--- src/rtl/uart_alu_core.sv ---
// uart_alu_core: byte-stream request/response engine for echo, add, multiply
// and signed divide on OPW-bit little-endian operands.
//
// Ports:
//   clk_i          single clock, all state on rising edge
//   rst_ni         asynchronous active-low reset
//   s_axis_tdata   request byte      s_axis_tvalid / s_axis_tready handshake
//   m_axis_tdata   response byte     m_axis_tvalid / m_axis_tready handshake
//   busy_o         high whenever the parser is not waiting for an opcode
//   err_o          one-cycle pulse when a header is rejected
//
// Packet: opcode, reserved, LEN[7:0], LEN[15:8], payload (LEN counts header).
module uart_alu_core #(
  parameter int unsigned OPW = 32
) (
  input  logic       clk_i,
  input  logic       rst_ni,
  input  logic [7:0] s_axis_tdata,
  input  logic       s_axis_tvalid,
  output logic       s_axis_tready,
  output logic [7:0] m_axis_tdata,
  output logic       m_axis_tvalid,
  input  logic       m_axis_tready,
  output logic       busy_o,
  output logic       err_o
);

  localparam int unsigned NB    = OPW / 8;
  localparam logic [15:0] NB16  = 16'(NB);
  localparam logic [15:0] DIVPL = 16'(2 * NB);
  localparam logic [3:0]  NBM1  = 4'(NB - 1);

  typedef enum logic [3:0] {
    OPC, RSVD, LENL, LENH, ECHO, OPND, EXEC, RESP, DROP
  } state_t;

  typedef enum logic [2:0] {
    K_ECHO, K_ADD, K_MUL, K_DIV, K_BAD
  } kind_t;

  state_t           state_q;
  kind_t            kind_q;
  kind_t            opc_kind;
  logic             rdy_q;
  logic [7:0]       opc_q;
  logic [7:0]       len_lo_q;
  logic [15:0]      cnt_q;
  logic [3:0]       bidx_q;
  logic             first_q;
  logic [OPW-1:0]   opnd_q;
  logic [OPW-1:0]   acc_q;
  logic [OPW-1:0]   x_q;
  logic [OPW-1:0]   y_q;
  logic [OPW-1:0]   r_q;
  logic [6:0]       ecnt_q;
  logic             neg_q;
  logic             dz_q;
  logic [3:0]       rcnt_q;
  logic [7:0]       mdata_q;
  logic             mvalid_q;

  logic             s_hs;
  logic             out_free;
  logic [15:0]      len_full;
  logic [15:0]      pl;
  logic             hdr_bad;
  logic [OPW-1:0]   opnd_full;
  logic [OPW-1:0]   mul_prod;
  logic [OPW:0]     div_sh;
  logic [OPW:0]     div_tr;
  logic             div_bit;
  logic [OPW-1:0]   div_q;
  logic [OPW-1:0]   div_res;

  function automatic logic [OPW-1:0] mag(input logic [OPW-1:0] v);
    return v[OPW-1] ? -v : v;
  endfunction

  assign s_hs          = s_axis_tvalid && s_axis_tready;
  assign out_free      = !mvalid_q || m_axis_tready;
  assign m_axis_tdata  = mdata_q;
  assign m_axis_tvalid = mvalid_q;
  assign busy_o        = (state_q != OPC);
  assign err_o         = (state_q == LENH) && s_hs && hdr_bad;

  // rdy_q is low only in reset and the first cycle after it, so every
  // accepting state is gated by it.
  always_comb begin
    s_axis_tready = 1'b0;
    case (state_q)
      OPC, RSVD, LENL, LENH, OPND, DROP: s_axis_tready = rdy_q;
      ECHO:                              s_axis_tready = rdy_q && out_free;
      default:                           s_axis_tready = 1'b0;
    endcase
  end

  // Header decode, evaluated while the LEN high byte is on the bus.
  always_comb begin
    len_full = {s_axis_tdata, len_lo_q};
    pl       = (len_full < 16'd4) ? 16'd0 : (len_full - 16'd4);
    case (opc_q)
      8'hEC:   opc_kind = K_ECHO;
      8'h01:   opc_kind = K_ADD;
      8'h02:   opc_kind = K_MUL;
      8'h03:   opc_kind = K_DIV;
      default: opc_kind = K_BAD;
    endcase
    case (opc_kind)
      K_ECHO:       hdr_bad = 1'b0;
      K_ADD, K_MUL: hdr_bad = (pl < NB16) || ((pl % NB16) != 16'd0);
      K_DIV:        hdr_bad = (pl != DIVPL);
      default:      hdr_bad = 1'b1;
    endcase
  end

  // Operand including the byte currently on the bus, so the last byte can be
  // consumed in the same cycle it is accepted.
  always_comb begin
    opnd_full = opnd_q;
    opnd_full[bidx_q*8 +: 8] = s_axis_tdata;
  end

  // One shift-add step (x = multiplicand, y = multiplier, r = partial product)
  // and one restoring-divide step (x = dividend shifting out, y = divisor,
  // r = partial remainder, quotient bits shift into x).
  always_comb begin
    mul_prod = r_q + (y_q[0] ? x_q : '0);
    div_sh   = {r_q, x_q[OPW-1]};
    div_tr   = div_sh - {1'b0, y_q};
    div_bit  = !div_tr[OPW];
    div_q    = {x_q[OPW-2:0], div_bit};
    if (dz_q)       div_res = '1;
    else if (neg_q) div_res = -div_q;
    else            div_res = div_q;
  end

  always_ff @(posedge clk_i or negedge rst_ni) begin
    if (!rst_ni) begin
      state_q  <= OPC;
      kind_q   <= K_ECHO;
      rdy_q    <= 1'b0;
      opc_q    <= '0;
      len_lo_q <= '0;
      cnt_q    <= '0;
      bidx_q   <= '0;
      first_q  <= 1'b0;
      opnd_q   <= '0;
      acc_q    <= '0;
      x_q      <= '0;
      y_q      <= '0;
      r_q      <= '0;
      ecnt_q   <= '0;
      neg_q    <= 1'b0;
      dz_q     <= 1'b0;
      rcnt_q   <= '0;
      mdata_q  <= '0;
      mvalid_q <= 1'b0;
    end else begin
      rdy_q <= 1'b1;
      // Output register drains on its own; ECHO/RESP loads below override.
      if (m_axis_tready) mvalid_q <= 1'b0;
      if (state_q != RESP) rcnt_q <= 4'(NB);

      case (state_q)
        OPC: if (s_hs) begin
          opc_q   <= s_axis_tdata;
          state_q <= RSVD;
        end

        RSVD: if (s_hs) state_q <= LENL;

        LENL: if (s_hs) begin
          len_lo_q <= s_axis_tdata;
          state_q  <= LENH;
        end

        LENH: if (s_hs) begin
          kind_q  <= opc_kind;
          cnt_q   <= pl;
          first_q <= 1'b1;
          bidx_q  <= '0;
          if (hdr_bad)                  state_q <= (pl == 16'd0) ? OPC : DROP;
          else if (opc_kind == K_ECHO)  state_q <= (pl == 16'd0) ? OPC : ECHO;
          else                          state_q <= OPND;
        end

        ECHO: if (s_hs) begin
          mdata_q  <= s_axis_tdata;
          mvalid_q <= 1'b1;
          cnt_q    <= cnt_q - 16'd1;
          if (cnt_q == 16'd1) state_q <= OPC;
        end

        DROP: if (s_hs) begin
          cnt_q <= cnt_q - 16'd1;
          if (cnt_q == 16'd1) state_q <= OPC;
        end

        OPND: if (s_hs) begin
          cnt_q  <= cnt_q - 16'd1;
          opnd_q <= opnd_full;
          if (bidx_q != NBM1) begin
            bidx_q <= bidx_q + 4'd1;
          end else begin
            bidx_q <= '0;
            if (first_q) begin
              first_q <= 1'b0;
              acc_q   <= opnd_full;
              if (cnt_q == 16'd1) state_q <= RESP;
            end else begin
              case (kind_q)
                K_ADD: begin
                  acc_q <= acc_q + opnd_full;
                  if (cnt_q == 16'd1) state_q <= RESP;
                end
                K_MUL: begin
                  r_q     <= '0;
                  x_q     <= acc_q;
                  y_q     <= opnd_full;
                  ecnt_q  <= 7'(OPW);
                  state_q <= EXEC;
                end
                default: begin
                  r_q     <= '0;
                  x_q     <= mag(acc_q);
                  y_q     <= mag(opnd_full);
                  neg_q   <= acc_q[OPW-1] ^ opnd_full[OPW-1];
                  dz_q    <= (opnd_full == '0);
                  ecnt_q  <= 7'(OPW);
                  state_q <= EXEC;
                end
              endcase
            end
          end
        end

        EXEC: begin
          ecnt_q <= ecnt_q - 7'd1;
          if (kind_q == K_MUL) begin
            r_q <= mul_prod;
            x_q <= x_q << 1;
            y_q <= y_q >> 1;
            if (ecnt_q == 7'd1) begin
              acc_q   <= mul_prod;
              state_q <= (cnt_q == 16'd0) ? RESP : OPND;
            end
          end else begin
            x_q <= div_q;
            r_q <= div_bit ? div_tr[OPW-1:0] : div_sh[OPW-1:0];
            if (ecnt_q == 7'd1) begin
              acc_q   <= div_res;
              state_q <= RESP;
            end
          end
        end

        // acc is shifted out LSB first; once all bytes are loaded the last
        // one is still valid, so the next m_axis_tready is the final handshake.
        RESP: begin
          if (rcnt_q != 4'd0) begin
            if (out_free) begin
              mdata_q  <= acc_q[7:0];
              mvalid_q <= 1'b1;
              acc_q    <= acc_q >> 8;
              rcnt_q   <= rcnt_q - 4'd1;
            end
          end else if (m_axis_tready) begin
            state_q <= OPC;
          end
        end

        default: state_q <= OPC;
      endcase
    end
  end

endmodule

--- config.mk ---
export PLATFORM = sky130hd
export DESIGN_NAME = uart_alu_core
export DESIGN_NICKNAME = d
export VERILOG_FILES = /design/src/rtl/uart_alu_core.sv
export SDC_FILE = /design/constraint.sdc
export NUM_CORES = 1
export LEC_CHECK = 0
export CORE_ASPECT_RATIO = 1.5
export CORE_MARGIN = 2
export CORE_UTILIZATION = 30
export DETAILED_ROUTE_END_ITERATION = 6
export SYNTH_ARGS = -nofsm -noshare
export SYNTH_HDL_FRONTEND = slang
export SYNTH_SLANG_ARGS = --single-unit
export TNS_END_PERCENT = 100
--- constraint.sdc ---
create_clock -name clk_i -period 12.5 [get_ports clk_i]
set_clock_uncertainty 0.05 [all_clocks]
set_input_delay 2.5 -clock clk_i [delete_from_list [all_inputs] [get_ports clk_i]]
set_output_delay 2.5 -clock clk_i [all_outputs]
set_load 0.05 [all_outputs]
Word-level counts from Yosys, hierarchy flattened
Index checks and enable logic that the tools add are counted.

cells by class
  bitwise logic cells = 4
  shifts and indexed selects = 2
  order comparisons = 2
  add/subtract/negate cells = 12
  muxes and demuxes = 90
  equality and inequality tests = 41
  reductions and logical operators = 39

operator list
  operator                   count
  $mux W32                   27
  $pmux W32 S2               5
  $mux W4                    25
  $neg A32 Y32               3
  $pmux W32 S3               1
  $add A32 B32 Y32           2
  $mux W16                   3
  $neg A7 Y34                1
  $shift A8 B34 Y32 const A  1
  $shiftx A8 B34 Y32         1
  $sub A33 B32 Y33           1
  $bwmux W32                 1
  $logic_not A16 Y1          2
  $logic_not A32 Y1          1
  $lt A16 B3 Y1 const B      2
  $pmux W16 S2               1
  $pmux W4 S8                1
  $ne A2 B2 Y1 const B       15
  $mux W7                    4
  $mux W8                    3
  $eq A16 B1 Y1 const B      1
  $eq A4 B3 Y1 const B       4
  $eq A8 B2 Y1 const B       2
  $ne A16 B4 Y1 const B      1
  47 further kinds           82

word-level totals
  register bits after elaboration = 227
  bits of input ports = 12

Longest topological paths before layout
Gate-level depths: netlist (run 1).

  word-level depth = 10
  gate-level depth with buffers = 24
  gate-level depth less buffers = 22

Worst setup path after synthesis (run 1)
No wires, ideal clock.

  kind = input to output
  start = input port s_axis_tdata[0]
  end = output port err_o
  stages on the path = 8
  path slack = 5145 ps
  arrival = 4805 ps
  path buffers = 0
  data required time = 9950 ps
  cells stage by stage = nor3_1 -> nand2_1 -> or4_1 -> a21oi_1 -> nand4_1 -> a21oi_1 -> o31a_1 -> nor2b_1

on the way
  longest elaborated chain between the ends = 6
  elaborated cells on any way between the ends = 9
  classes of those cells = add/sub (1); order compare (2); eq/ne (1); mux (2); reduce/logical (3)

RTL lines
  item                                                  RTL line  source
  start: declaration                                    18        input logic [7:0] s_axis_tdata,
  $sub A16 B3 Y16 or $lt A16 B3 Y1 (tied branches)      100       pl = (len_full < 16'd4) ? 16'd0 : (len_full - 16'd4);
  $mux W16 *                                            100
  $lt A16 B3 Y1 or $reduce_bool A16 Y1 (tied branches)  110       K_ADD, K_MUL: hdr_bad = (pl < NB16) || ((pl % NB16) != 16'd0);
  $logic_or A1 B1 Y1                                    110
  $pmux W1 S3 *                                         108       case (opc_kind)
  $logic_and A1 B1 Y1 *                                 84        assign err_o = (state_q == LENH) && s_hs && hdr_bad;
  end: declaration                                      25        output logic err_o

Mark *: on every way between the ends. The rest lies on a longest branch, timed or not.

Final worst setup path (run 1)
Ends and elaborated chain as after synthesis.

==> results.json, run 1 <==
{
  "status": "complete, no violations",
  "internal_power_mw": 2.710,
  "p_clk_share_pct": 13.8,
  "yosysMostFrequentCell": "o21ai_0",
  "synth_seq_cells": 227,
  "cts_setup_buffers": 0,
  "fmax_ghz": 0.1129,
  "grt_pass1_wl_um": 99740,
  "yosysWarningCount": 0,
  "async_reset_ff_share_pct": 100.0,
  "worst_pin_slew_ns": 1.276,
  "via_per_inst": 5.686,
  "core_area_um2": 63060,
  "hold_ws_ns": 0.4287,
  "postLayoutCellArea_um2": 20820,
  "grt_util_all_layers_pct": 19.12,
  "antenna_found_initial": 0,
  "cap_viol_max_count": 0,
  "gp_congestion": 0.9355,
  "min_period_over_period_pct": 70.84,
  "port_buffers": 23,
  "required_ns": 9.95,
  "dp.final_hpwl_um": 48920,
  "seq_area_frac_synth_pct": 29.80,
  "crit_path_end_kind": "output port",
  "period_minus_slack_ns": 8.855,
  "grt_pass1_vias": 17830,
  "via_count": 17750,
  "holdBufCountCts": 0,
  "antenna_cells": 0,
  "synth_top_cell_by_area": "dfrtp_1",
  "p_per_area_nw_per_um2": 262.5,
  "synthTopCellsByCount": "o21ai_0 (241), nand2_1 (236), dfrtp_1 (227)",
  "fillers": 6670,
  "syn_area_um2": 19060,
  "critPathKind": "input pin to output port",
  "rsz0062_at_grt": "no",
  "synth_top_area_share_pct": 29.80,
  "grt_max_degree": 102,
  "whs_path_depth": 2,
  "rows": 113,
  "areaGrowthSynthToFinish_pct": 9.195,
  "min_path_type": "register to register",
  "synth_top_flop_cell": "dfrtp_1",
  "cts_root_buf": "clkbuf_16",
  "firstDrtPassIters": 5,
  "vdd_drop_max_v": 0.0001447,
  "nNetsFinal": 2423,
  "p_seq_share_pct": 26.2,
  "netSwitchingPower_mw": 2.754,
  "yosys.cell_types.count": 102,
  "maxSlewHeadroom_pct": 14.94,
  "switching_share_pct": 50.40,
  "rr_worst_depth": 21,
  "place_area_um2": 20020,
  "power.leakage_nw": 8.788,
  "hold_viol": 0,
  "drive_gt1_share_pct": 6.905,
  "synth_edf_count": 0,
  "setup_viol": 0,
  "comb_power_share_pct": 60.0,
  "start_kind": "input pin",
  "cts_max_path_buffers": 3,
  "power_mw": 5.464,
  "drc_errors": 0,
  "dp.cells": 3077,
  "syn_area_per_cell_um2": 8.102,
  "drtIter0Drc": 1285,
  "boundaryPins": 24,
  "clkTransAtPathRegs_ns": 0.06,
  "htree_num_levels": 1,
  "fin_setup_tns_ns": 0,
  "cp_data_arrival_time_ns": 6.30,
  "dieWidth_um": 209.8,
  "die_h_um": 312.7,
  "start_util_pct": 30.23,
  "cts_tree": "yes",
  "cts_resized": 0,
  "overflow": 0,
  "synthTopCellsByArea": "dfrtp_1 (30%), ha_1 (7.2%), o21ai_0 (6.3%)",
  "detail-route-antenna-nets": 0,
  "numCtsBuffers": 25,
  "insertion_delay_ns": 0.56,
  "fp.dieArea_um2": 65620,
  "synthCells": 2353,
  "syn-num-nets": 2477,
  "post_drt_wl_per_cell_um": 20.66,
  "clkSinkCount": 227,
  "crit_fanout": 11,
  "layoutNonFillerInstCount": 3122,
  "routed_wl_um": 64500,
  "drv_slew": 0
}
[cells by family after synthesis]
family	count (synthesis)	share of synthesized area (%)
AO/OA/AOI/OAI	819	27.42
AND/OR/NAND/NOR	729	18.75
flip-flops	227	29.80
buffers and inverters	222	4.515
XOR/XNOR	177	8.210
adder cells (fa/ha/maj)	112	7.469
multiplexers	66	3.820
other	1	0.01967
[state kept, by name, indices dropped and copies added (netlist names)]
name,count
rdy_q,1
state_q,4
dz_q,1
rcnt_q,4
bidx_q,4
len_lo_q,8
opnd_q,32
neg_q,1
x_q,32
m_axis_tdata,8
r_q,32
cnt_q,16
ecnt_q,7
m_axis_tvalid,1
opc_q,8
kind_q,3
y_q,32
first_q,1
acc_q,32
[layout by cell type (no fill, tap or decap), types with 35 or more instances in the layout]
master      n
a211oi_1   39
a21o_1     48
a21oi_1   195
a22oi_1    43
a31oi_1    35
and2_1     46
dfrtp_1   227
ha_1      109
inv_1      87
nand2_1   235
nor2_1    167
nor3_1     66
o21ai_0   240
xnor2_1   102
xor2_1     73
[stage by stage]
stage | setup slack, ns | util, %
after CTS | 3.663 | 33.01
after detailed placement | 3.674 | 31.76
after floorplan | 5.145 | -
after global routing | 3.412 | 33.01
final | 3.645 | 33.01
after global placement | 3.640 | 31.76
[final cells by class]
class,count,area (um2),area share [%]
clock buffers,32,671.9,3.228
inverters,92,345.3,1.659
flip-flops and latches,227,5680,27.29
well taps,805,1007,4.838
multi-input cells,1904,12560,60.34
repair buffers,49,430.4,2.068
clock inverters,13,121.4,0.5830
[worst max-delay path: stages]
cell and delay (ns):
clkdlybuf4s50_1 0.67, nor3_1 0.50, nand2_1 0.27, or4_1 0.49, a21oi_1 0.24, nand4_1 0.18, o31a_1 0.34, o31a_1 0.26
nor2b_1 0.14, clkdlybuf4s50_1 0.72
[metal layers]
layer  global-route usage, %  routed length (um)
met5                       0                   0
met4                   11.96                4166
met3                   1.753                2240
met2                   35.56               33460
met1                   20.76               24630
[final timing paths]
| path | from | to | slack [ns] |
|---|---|---|---|
| max | s_axis_tdata[0] | err_o | 3.65 |
| min | cnt_q[15] | cnt_q[15] | 0.43 |
| max reg2reg | y_q[0] | acc_q[28] | 5.95 |
| min reg2reg | cnt_q[15] | cnt_q[15] | 0.43 |
| max in group asynchronous | rst_ni | opnd_q[10] | 8.87 |
| min in group asynchronous | rst_ni | ecnt_q[3] | 1.97 |
[power by group through the flow]
stage / Combinational (mW) / Clock, mW / Sequential [mW]
after CTS: 3.26 / 0.772 / 1.42
after floorplan: 2.47 / 0 / 1.30
final: 3.28 / 0.755 / 1.43
after detailed placement: 3.24 / 0 / 1.44
after global placement: 3.18 / 0 / 1.42
after global routing: 3.62 / 0.796 / 1.47
Power figures use the tool's default switching activity.
==> inputs of run 2 (changes only) <==
==> constraint.sdc (replaced) <==
create_clock -name clk_i -period 9 [get_ports clk_i]
set_clock_uncertainty 0.05 [all_clocks]
set_input_delay 1.8 -clock clk_i [delete_from_list [all_inputs] [get_ports clk_i]]
set_output_delay 1.8 -clock clk_i [all_outputs]
set_load 0.05 [all_outputs]
==> results.json, run 2 (synthesized netlist as in run 1, its figures left out) <==
{
  "status": "complete, no violations",
  "dieWidth_um": 209.8,
  "core_area_um2": 63060,
  "max_stage_delay_ns": 0.72,
  "numCtsBuffers": 25,
  "maxSlewHeadroom_pct": 19.27,
  "layoutNonFillerInstCount": 3121,
  "required_ns": 7.15,
  "dp.cells": 3076,
  "drc_errors": 0,
  "cts_root_buf": "clkbuf_16",
  "p_per_area_nw_per_um2": 366.7,
  "routed_wl_um": 65440,
  "port_buffers": 23,
  "holdBufCountCts": 0,
  "clkTransAtPathRegs_ns": 0.06,
  "hold_viol": 0,
  "grt_max_degree": 173,
  "cap_viol_max_count": 0,
  "slowest_stage": "clkdlybuf4s50_1",
  "detail-route-antenna-nets": 0,
  "post_drt_wl_per_cell_um": 20.97,
  "power_mw": 7.653,
  "cts_setup_buffers": 0,
  "fp.dieArea_um2": 65620,
  "overflow": 0,
  "vdd_drop_max_v": 0.0002286,
  "path_cells": "clkdlybuf4s50_1, buf_4, nor3_1, nand2_1, or4_1, a21oi_1, nand4_1, o31a_1, o31a_1, nor2b_1, clkdlybuf4s50_1",
  "die_h_um": 312.7,
  "nNetsFinal": 2422,
  "dp.final_hpwl_um": 49350,
  "firstDrtPassIters": 5,
  "grt_pass1_wl_um": 100700,
  "fmax_ghz": 0.1363,
  "cp.depth": 11,
  "fin_setup_tns_ns": 0,
  "via_per_inst": 5.745,
  "cts_resized": 0,
  "drive_gt1_share_pct": 6.908,
  "cts_max_path_buffers": 3,
  "cpLargestDelayFamily": "simple AND/OR/NAND/NOR gates",
  "power.leakage_nw": 8.795,
  "gp_congestion": 0.9364,
  "critPathBufInv": 3,
  "start_kind": "input pin",
  "worst_pin_slew_ns": 1.206,
  "cts_tree": "yes",
  "drtIter0Drc": 1287,
  "grt_pass1_vias": 17780,
  "htree_num_levels": 1,
  "final_cell_mix": "o21ai_0 (240), nand2_1 (235), dfrtp_1 (227)",
  "rsz0062_at_grt": "no",
  "rr_worst_depth": 17,
  "postLayoutCellArea_um2": 20870,
  "period_minus_slack_ns": 7.335,
  "insertion_delay_ns": 0.56,
  "min_period_over_period_pct": 81.51,
  "start_util_pct": 30.23,
  "setup_viol": 0,
  "boundaryPins": 24,
  "place_area_um2": 20030,
  "rows": 113,
  "crit_fanout": 11,
  "cp_data_arrival_time_ns": 5.49,
  "clkSinkCount": 227,
  "final_common_cell": "o21ai_0",
  "critPathKind": "input pin to output port",
  "areaGrowthSynthToFinish_pct": 9.483,
  "whs_path_depth": 2,
  "antenna_found_initial": 0,
  "via_count": 17930,
  "grt_util_all_layers_pct": 19.36,
  "min_path_type": "register to register",
  "crit_path_end_kind": "output port",
  "antenna_cells": 0,
  "drv_slew": 0
}
[run 2: cell types whose count changed in the layout (fill, tap and decap cells not counted)]
cell | before | now
clkinvlp_4 | 1 | 4
clkbuf_8 | 2 | 6
buf_4 | 26 | 24
clkbuf_1 | 5 | 4
clkinv_2 | 9 | 2
inv_8 | 0 | 1
buf_12 | 0 | 1
[run 2: worst paths after layout]
path / startpoint / slack (ns) / endpoint
worst max-delay path: s_axis_tdata[0] / 1.66 / err_o
worst min-delay path: opnd_q[30] / 0.43 / opnd_q[30]
worst max register to register: bidx_q[0] / 2.58 / acc_q[30]
worst min register to register: opnd_q[30] / 0.43 / opnd_q[30]
max in group asynchronous: rst_ni / 6.44 / y_q[30]
min in group asynchronous: rst_ni / 1.11 / y_q[2]
[run 2: cell type report]
type	count	area, um2
fillers	6651	42190
multi-input cells	1904	12560
flip-flops and latches	227	5680
well taps	805	1007
clock buffers	35	723.2
repair buffers	48	435.4
inverters	92	345.3
clock inverters	10	120.1
[run 2: worst register-to-register path, cell delays in order (launching register included)]
cell,delay [ns]
dfrtp_1,0.57
or3_1,0.43
ha_1,0.54
nand2_1,0.12
nor4b_2,0.28
nand3b_1,0.50
mux2i_1,0.63
inv_1,0.18
ha_1,0.39
nand3_1,0.09
a2111oi_0,0.75
o211ai_1,0.27
a211oi_1,0.45
nor4_1,0.15
o21ai_1,0.39
nand2_1,0.12
o311a_1,0.31
a31oi_1,0.16
[run 2: per-layer routing]
| layer | up-vias | track usage (%) | routed length, um |
|---|---|---|---|
| met4 | 0 | 10.93 | 3779 |
| met3 | 152 | 1.633 | 2264 |
| li1 | 8471 | - | - |
| met1 | 8802 | 20.82 | 24930 |
| met2 | 504 | 36.91 | 34460 |
| met5 | - | 0 | 0 |
[run 2: per-stage QoR]
stage / hold WS (ns) / setup WS [ns] / util [%]
6_report: 0.4303 / 1.665 / 33.10
5_1_grt: 0.4556 / 1.512 / 33.10
4_1_cts: 0.4347 / 1.717 / 33.10
3_5_place_dp: 0.4206 / 1.729 / 31.76
3_3_place_gp: 0.4145 / 1.689 / 31.76
2_1_floorplan: 0.3992 / 3.045 / -
[run 2: report_power, final]
part           leakage (nW)  total (mW)  switching, mW  internal [mW]
sequential             2.82        2.00          0.595           1.41
clock                 0.403        1.09          0.473          0.620
combinational          5.57        4.56           2.79           1.77
